File: src/rtl/arith_arbiter_pkg.sv
// Shared definitions for the arithmetic-unit arbiter: default widths,
// arith_control encodings and the arbiter state encoding.
package arith_arbiter_pkg;

  localparam int WIDTH_DEFAULT   = 32;
  localparam int CTRL_W_DEFAULT  = 3;
  localparam int SHIFT_W_DEFAULT = 4;

  // arith_control encodings understood by the arithmetic unit
  localparam logic [2:0] ARITH_3ADD  = 3'b010;
  localparam logic [2:0] ARITH_3SUB  = 3'b011;
  localparam logic [2:0] ARITH_ASL   = 3'b100;
  localparam logic [2:0] ARITH_ASR   = 3'b101;
  localparam logic [2:0] ARITH_2UADD = 3'b110;
  localparam logic [2:0] ARITH_2USUB = 3'b111;

  typedef enum logic [1:0] {
    IDLE  = 2'd0,
    ISSUE = 2'd1,
    RESP  = 2'd2
  } arb_state_e;

  // 000 and 001 carry no operation; every other encoding is a real op
  function automatic logic ctrl_is_op(input logic [2:0] ctrl);
    return ctrl[2] | ctrl[1];
  endfunction

endpackage

File: src/rtl/arith_arbiter_rr_arb2.sv
// Two-way round-robin grant: a lone requester always wins, and on a tie
// the requester that did not win last time gets the grant.
module rr_arb2 (
  input  logic [1:0] req_valid,
  input  logic       last_grant,
  output logic       grant,
  output logic       grant_any
);

  assign grant_any = |req_valid;
  // With one requester valid, bit 1 tells which one it is; on a tie, alternate.
  assign grant     = (&req_valid) ? ~last_grant : req_valid[1];

endmodule

File: src/rtl/arith_arbiter.sv
// Arbiter sharing one combinational arithmetic unit between the execute
// stage (requester 0) and the address/auxiliary path (requester 1).
// Flow: IDLE accepts one bundle, ISSUE drives the unit for one cycle and
// captures its result, RESP holds the result until the owner takes it.
module arith_arbiter
  import arith_arbiter_pkg::*;
#(
  parameter int WIDTH   = WIDTH_DEFAULT,
  parameter int CTRL_W  = CTRL_W_DEFAULT,
  parameter int SHIFT_W = SHIFT_W_DEFAULT
) (
  input  logic               clk,
  input  logic               rst,
  input  logic [1:0]         req_valid,
  output logic [1:0]         req_ready,
  input  logic [WIDTH-1:0]   req0_value1,
  input  logic [WIDTH-1:0]   req0_value2,
  input  logic [WIDTH-1:0]   req1_value1,
  input  logic [WIDTH-1:0]   req1_value2,
  input  logic [CTRL_W-1:0]  req0_control,
  input  logic [CTRL_W-1:0]  req1_control,
  input  logic [SHIFT_W-1:0] req0_shift_hex,
  input  logic [SHIFT_W-1:0] req1_shift_hex,
  output logic [1:0]         rsp_valid,
  input  logic [1:0]         rsp_ready,
  output logic [WIDTH-1:0]   rsp_value,
  output logic [1:0]         rsp_flags,
  output logic [WIDTH-1:0]   arith_value1,
  output logic [WIDTH-1:0]   arith_value2,
  output logic [CTRL_W-1:0]  arith_control,
  output logic [SHIFT_W-1:0] arith_shift_hex,
  output logic               arith_en,
  input  logic [WIDTH-1:0]   arith_value_out,
  input  logic [1:0]         arith_flags
);

  arb_state_e         r_state;
  logic               r_last_grant;
  logic               r_owner;
  logic [1:0]         r_rsp_valid;
  logic [WIDTH-1:0]   r_rsp_value;
  logic [1:0]         r_rsp_flags;
  logic [WIDTH-1:0]   r_arith_value1;
  logic [WIDTH-1:0]   r_arith_value2;
  logic [CTRL_W-1:0]  r_arith_control;
  logic [SHIFT_W-1:0] r_arith_shift_hex;
  logic               r_arith_en;

  logic               w_grant;
  logic               w_grant_any;
  logic [1:0]         w_req_ready;

  rr_arb2 u_rr_arb2 (
    .req_valid  (req_valid),
    .last_grant (r_last_grant),
    .grant      (w_grant),
    .grant_any  (w_grant_any)
  );

  // Only the granted requester sees ready, and only while the unit is free.
  always_comb begin
    w_req_ready = 2'b00;
    if ((r_state == IDLE) && w_grant_any) begin
      w_req_ready[w_grant] = 1'b1;
    end
  end

  // Arbiter FSM: accept, issue for one cycle, hold the response for the owner.
  always_ff @(posedge clk) begin
    if (rst) begin
      r_state           <= IDLE;
      r_last_grant      <= 1'b1;
      r_owner           <= 1'b0;
      r_rsp_valid       <= 2'b00;
      r_rsp_value       <= '0;
      r_rsp_flags       <= 2'b00;
      r_arith_value1    <= '0;
      r_arith_value2    <= '0;
      r_arith_control   <= '0;
      r_arith_shift_hex <= '0;
      r_arith_en        <= 1'b0;
    end else begin
      case (r_state)
        IDLE: begin
          if (w_grant_any) begin
            r_arith_value1    <= w_grant ? req1_value1    : req0_value1;
            r_arith_value2    <= w_grant ? req1_value2    : req0_value2;
            r_arith_control   <= w_grant ? req1_control   : req0_control;
            r_arith_shift_hex <= w_grant ? req1_shift_hex : req0_shift_hex;
            r_owner           <= w_grant;
            r_last_grant      <= w_grant;
            r_arith_en        <= 1'b1;
            r_state           <= ISSUE;
          end
        end
        ISSUE: begin
          // Unused encodings still take a slot but report a clean zero result.
          if (ctrl_is_op(r_arith_control)) begin
            r_rsp_value <= arith_value_out;
            r_rsp_flags <= arith_flags;
          end else begin
            r_rsp_value <= '0;
            r_rsp_flags <= 2'b00;
          end
          r_rsp_valid <= r_owner ? 2'b10 : 2'b01;
          r_arith_en  <= 1'b0;
          r_state     <= RESP;
        end
        RESP: begin
          if (rsp_ready[r_owner]) begin
            r_rsp_valid <= 2'b00;
            r_state     <= IDLE;
          end
        end
        default: begin
          r_rsp_valid <= 2'b00;
          r_arith_en  <= 1'b0;
          r_state     <= IDLE;
        end
      endcase
    end
  end

  assign req_ready       = w_req_ready;
  assign rsp_valid       = r_rsp_valid;
  assign rsp_value       = r_rsp_value;
  assign rsp_flags       = r_rsp_flags;
  assign arith_value1    = r_arith_value1;
  assign arith_value2    = r_arith_value2;
  assign arith_control   = r_arith_control;
  assign arith_shift_hex = r_arith_shift_hex;
  assign arith_en        = r_arith_en;

endmodule

File: config.mk
export PLATFORM = sky130hd
export DESIGN_NAME = arith_arbiter
export DESIGN_NICKNAME = d
export VERILOG_FILES = /design/src/rtl/arith_arbiter_pkg.sv /design/src/rtl/arith_arbiter_rr_arb2.sv /design/src/rtl/arith_arbiter.sv
export SDC_FILE = /design/constraint.sdc
export NUM_CORES = 1
export LEC_CHECK = 0
export CORE_ASPECT_RATIO = 1.2
export CORE_MARGIN = 2
export CORE_UTILIZATION = 25
export DETAILED_ROUTE_END_ITERATION = 8
export PLACE_DENSITY = 0.66
export SLEW_MARGIN = 20
export SYNTH_ARGS = -nofsm -noshare
export SYNTH_HDL_FRONTEND = slang
export SYNTH_SLANG_ARGS = --single-unit
export TNS_END_PERCENT = 30
File: constraint.sdc
create_clock -name clk -period 2.2 [get_ports clk]
set_input_delay 0.66 -clock clk [delete_from_list [all_inputs] [get_ports clk]]
set_output_delay 0.66 -clock clk [all_outputs]
set_load 0.02 [all_outputs]
==> results.sh <==
export IMPL_pwr_share_clk_pct=30.1
export IMPL_crit_fanout=3
export IMPL_syn_inst=601
export IMPL_wl_per_cell_um=17.1
export IMPL_yosys_area_share_adder_pct=0
export IMPL_firstDrtPassIters=5
export IMPL_cp_required_ns=1.54
export IMPL_setup_viol=0
export IMPL_gp_congestion=0.774
export IMPL_synth_area_mux_share_pct=0.202
export IMPL_max_cap_violations=0
export IMPL_cp_arrival_ns=1.43
export IMPL_diodes=0
export IMPL_core_region_area_um2=19500
export IMPL_dp_hpwl_mm=12.6
export IMPL_tns_ns=0
export IMPL_syn_to_final_growth_pct=66.9
export IMPL_ctsHoldBuffers=0
export IMPL_htree_levels=3
export IMPL_synth_compound_area_share_pct=20.8
export IMPL_die_w_um=133
export IMPL_die_h_um=158
export IMPL_row_count=56
export IMPL_synth_top_family_by_area="simple AND/OR/NAND/NOR gates"
export IMPL_crit_path_end_kind="output port"
export IMPL_max_slew_margin_rel_pct=39.8
export IMPL_yosysTopAreaCell="dfxtp_1"
export IMPL_synth_simple_gate_area_share_pct=22.7
export IMPL_initial_core_util_pct=25.5
export IMPL_hp_class="reg -> reg"
export IMPL_synth_seq_cells=112
export IMPL_clk_latency_ns=0.35
export IMPL_synth_top_area_share_pct=45.2
export IMPL_ctsLongestPathBuffers=2
export IMPL_gr_total_overflow=0
export IMPL_via_per_inst=4.96
export IMPL_path_cells="dlygate4sd2_1 > a21boi_4 > and2_1 > buf_2"
export IMPL_track_usage_pct=17.8
export IMPL_cts_root_buf="clkbuf_16"
export IMPL_grt_start_max_net_pins=73
export IMPL_p_switching_mw=1.69
export IMPL_layout_nets=1042
export IMPL_max_freq_mhz=478
export IMPL_fin_worst_skew_ns=0.0104
export IMPL_post_synth_top_count_cell="nand3_1"
export IMPL_drt_initial_drc_count=335
export IMPL_finalHoldViolations=0
export IMPL_worst_pin_slew_ns=0.902
export IMPL_syn_avg_cell_area_um2=8.25
export IMPL_numCtsBuffers=9
export IMPL_die_area_um2=21000
export IMPL_criticalPathCategory="in -> out"
export IMPL_p_seq_share_pct=40.8
export IMPL_via_count=5585
export IMPL_synth_edff_count=0
export IMPL_rsz0062_at_grt="no"
export IMPL_drt_wl_total_mm=19.2
export IMPL_power_frac_comb_pct=29.1
export IMPL_synth_common_cells="nand3_1 (176), dfxtp_1 (112), a31oi_1 (71)"
export IMPL_vdd_drop_max_mv=0.352
export IMPL_yosysSeqAreaShare_pct=45.2
export IMPL_utilization_pct=42.5
export IMPL_port_buffers=291
export IMPL_pin_count=292
export IMPL_crit_path_max_incr_delay_ns=0.28
export IMPL_cts_tree="done"
export IMPL_min_period_over_period_pct=95.1
export IMPL_drtAntennaViolNets=0
export IMPL_ys_async_sr_fraction_pct=0
export IMPL_power_density_nw_per_um2=671
export IMPL_slew_viol_final=0
export IMPL_cts_num_sinks=112
export IMPL_power_internal_mw=3.86
export IMPL_cp_start_kind="input port"
export IMPL_grt_pass1_vias=5404
export IMPL_cts_setup_buffers=0
export IMPL_synth_area_top_cells="dfxtp_1 (45%), nand3_1 (18%), a31oi_1 (9.0%)"
export IMPL_final_layout_size_suffix_gt1_share_pct=6.13
export IMPL_antenna_found_initial=0
export IMPL_synth_fp_nets=783
export IMPL_period_needed_ns=2.09
export IMPL_syn_cell_area_um2=4960
export IMPL_synth_distinct_cells=31
export IMPL_status="complete, no violations"
export IMPL_slowest_stage="dlygate4sd2_1"
export IMPL_netSwitchingFraction_pct=30.5
export IMPL_synth_ff_type="dfxtp_1"
export IMPL_synthXorXnorAreaFrac_pct=0
export IMPL_grt_first_pass_wirelength_mm=29.9
export IMPL_remaining_drc_errors=0
export IMPL_clk_pin_slew_worst_paths_ns=0.07
export IMPL_yosysWarnings=0
export IMPL_p_leak_nw=2.77
routing by layer:
metal  part of all wire [%]  track usage (%)  vias to the layer above
li1                       -                -                     2700
met1                     42             21.7                     2622
met2                     48             30.1                      239
met3                    8.6             5.83                       24
met4                    2.0             5.48                        0
met5                      0                0                        -
timing repair:
action                     CTS  global route
setup endpoints to repair    2             2
pin swaps                    0             0
resized for setup           12             1
cell usage in the layout, fill, tap and decap left out, drive strengths merged, types with 3 or more instances in the layout:
master         instances
clkdlybuf4s50        286
inv                    3
o21ai                 74
buf                   32
dfxtp                112
a21oi                 38
clkbuf                12
nand3                176
nor2                   3
nand2                 35
nand2b                 3
a31oi                 71
power by group through the flow:
stage | Clock, mW | Sequential (mW) | Combinational, mW
final | 1.67 | 2.27 | 1.62
after global routing | 1.82 | 2.29 | 1.74
after CTS | 1.74 | 2.27 | 1.64
after detailed placement | 0 | 2.31 | 1.63
after global placement | 0 | 2.31 | 1.63
after floorplan | 0 | 2.50 | 0.650
path summary, 6_finish.rpt:
check,to,slack [ns],from,depth (start not counted)
setup / recovery,req_ready[1],0.11,req_valid[0],4
hold / removal,rsp_value[1],0.45,rsp_value[1],2
setup reg to reg,r_last_grant,0.36,r_state[1],4
hold reg to reg,rsp_value[1],0.45,rsp_value[1],2
sequential cells by signal, summed over array words and instances, names as in the netlist:
register and count:
r_state 2, rsp_flags 2, arith_value1 32, r_last_grant 1, arith_shift_hex 4, arith_control 3
rsp_value 32, r_owner 1, arith_en 1, arith_value2 32, rsp_valid 2
metrics by stage:
stage / area [um2] / worst slack (ns) / std cells / hold WS, ns / power (mW)
after floorplan: 4960 / 0.375 / 601 / 0.471 / 3.15
after global placement: 7990 / -0.541 / 1110 / 0.437 / 3.94
after detailed placement: 7990 / -0.544 / 1110 / 0.442 / 3.94
after CTS: 8270 / 0.0989 / 1126 / 0.452 / 5.65
after global routing: 8280 / 0.0618 / 1126 / 0.471 / 5.85
final: 8280 / 0.107 / 1126 / 0.449 / 5.56
cell type report:
type                            count  area [um2]
Tap cell                          261         327
Timing Repair Buffer              320        3210
Clock buffer                       12         236
Multi-Input combinational cell    415        2200
Inverter                            2        7.51
Sequential cell                   112        2240
Clock inverter                      4        53.8
Fill cell                        2017       11200
cells by family (layout without fill, tap and decap cells):
family,after synthesis,after routing
mux,1,1
buf+inv,74,338
simple gates,228,228
compound gates,186,186
flops,112,112
worst max-delay path: cells and delay by family:
family          cells  cell delay [ns]
simple gates        1             0.16
buf+inv             2             0.45
compound gates      1             0.16
Note: power is estimated with default switching activity, not from simulation.
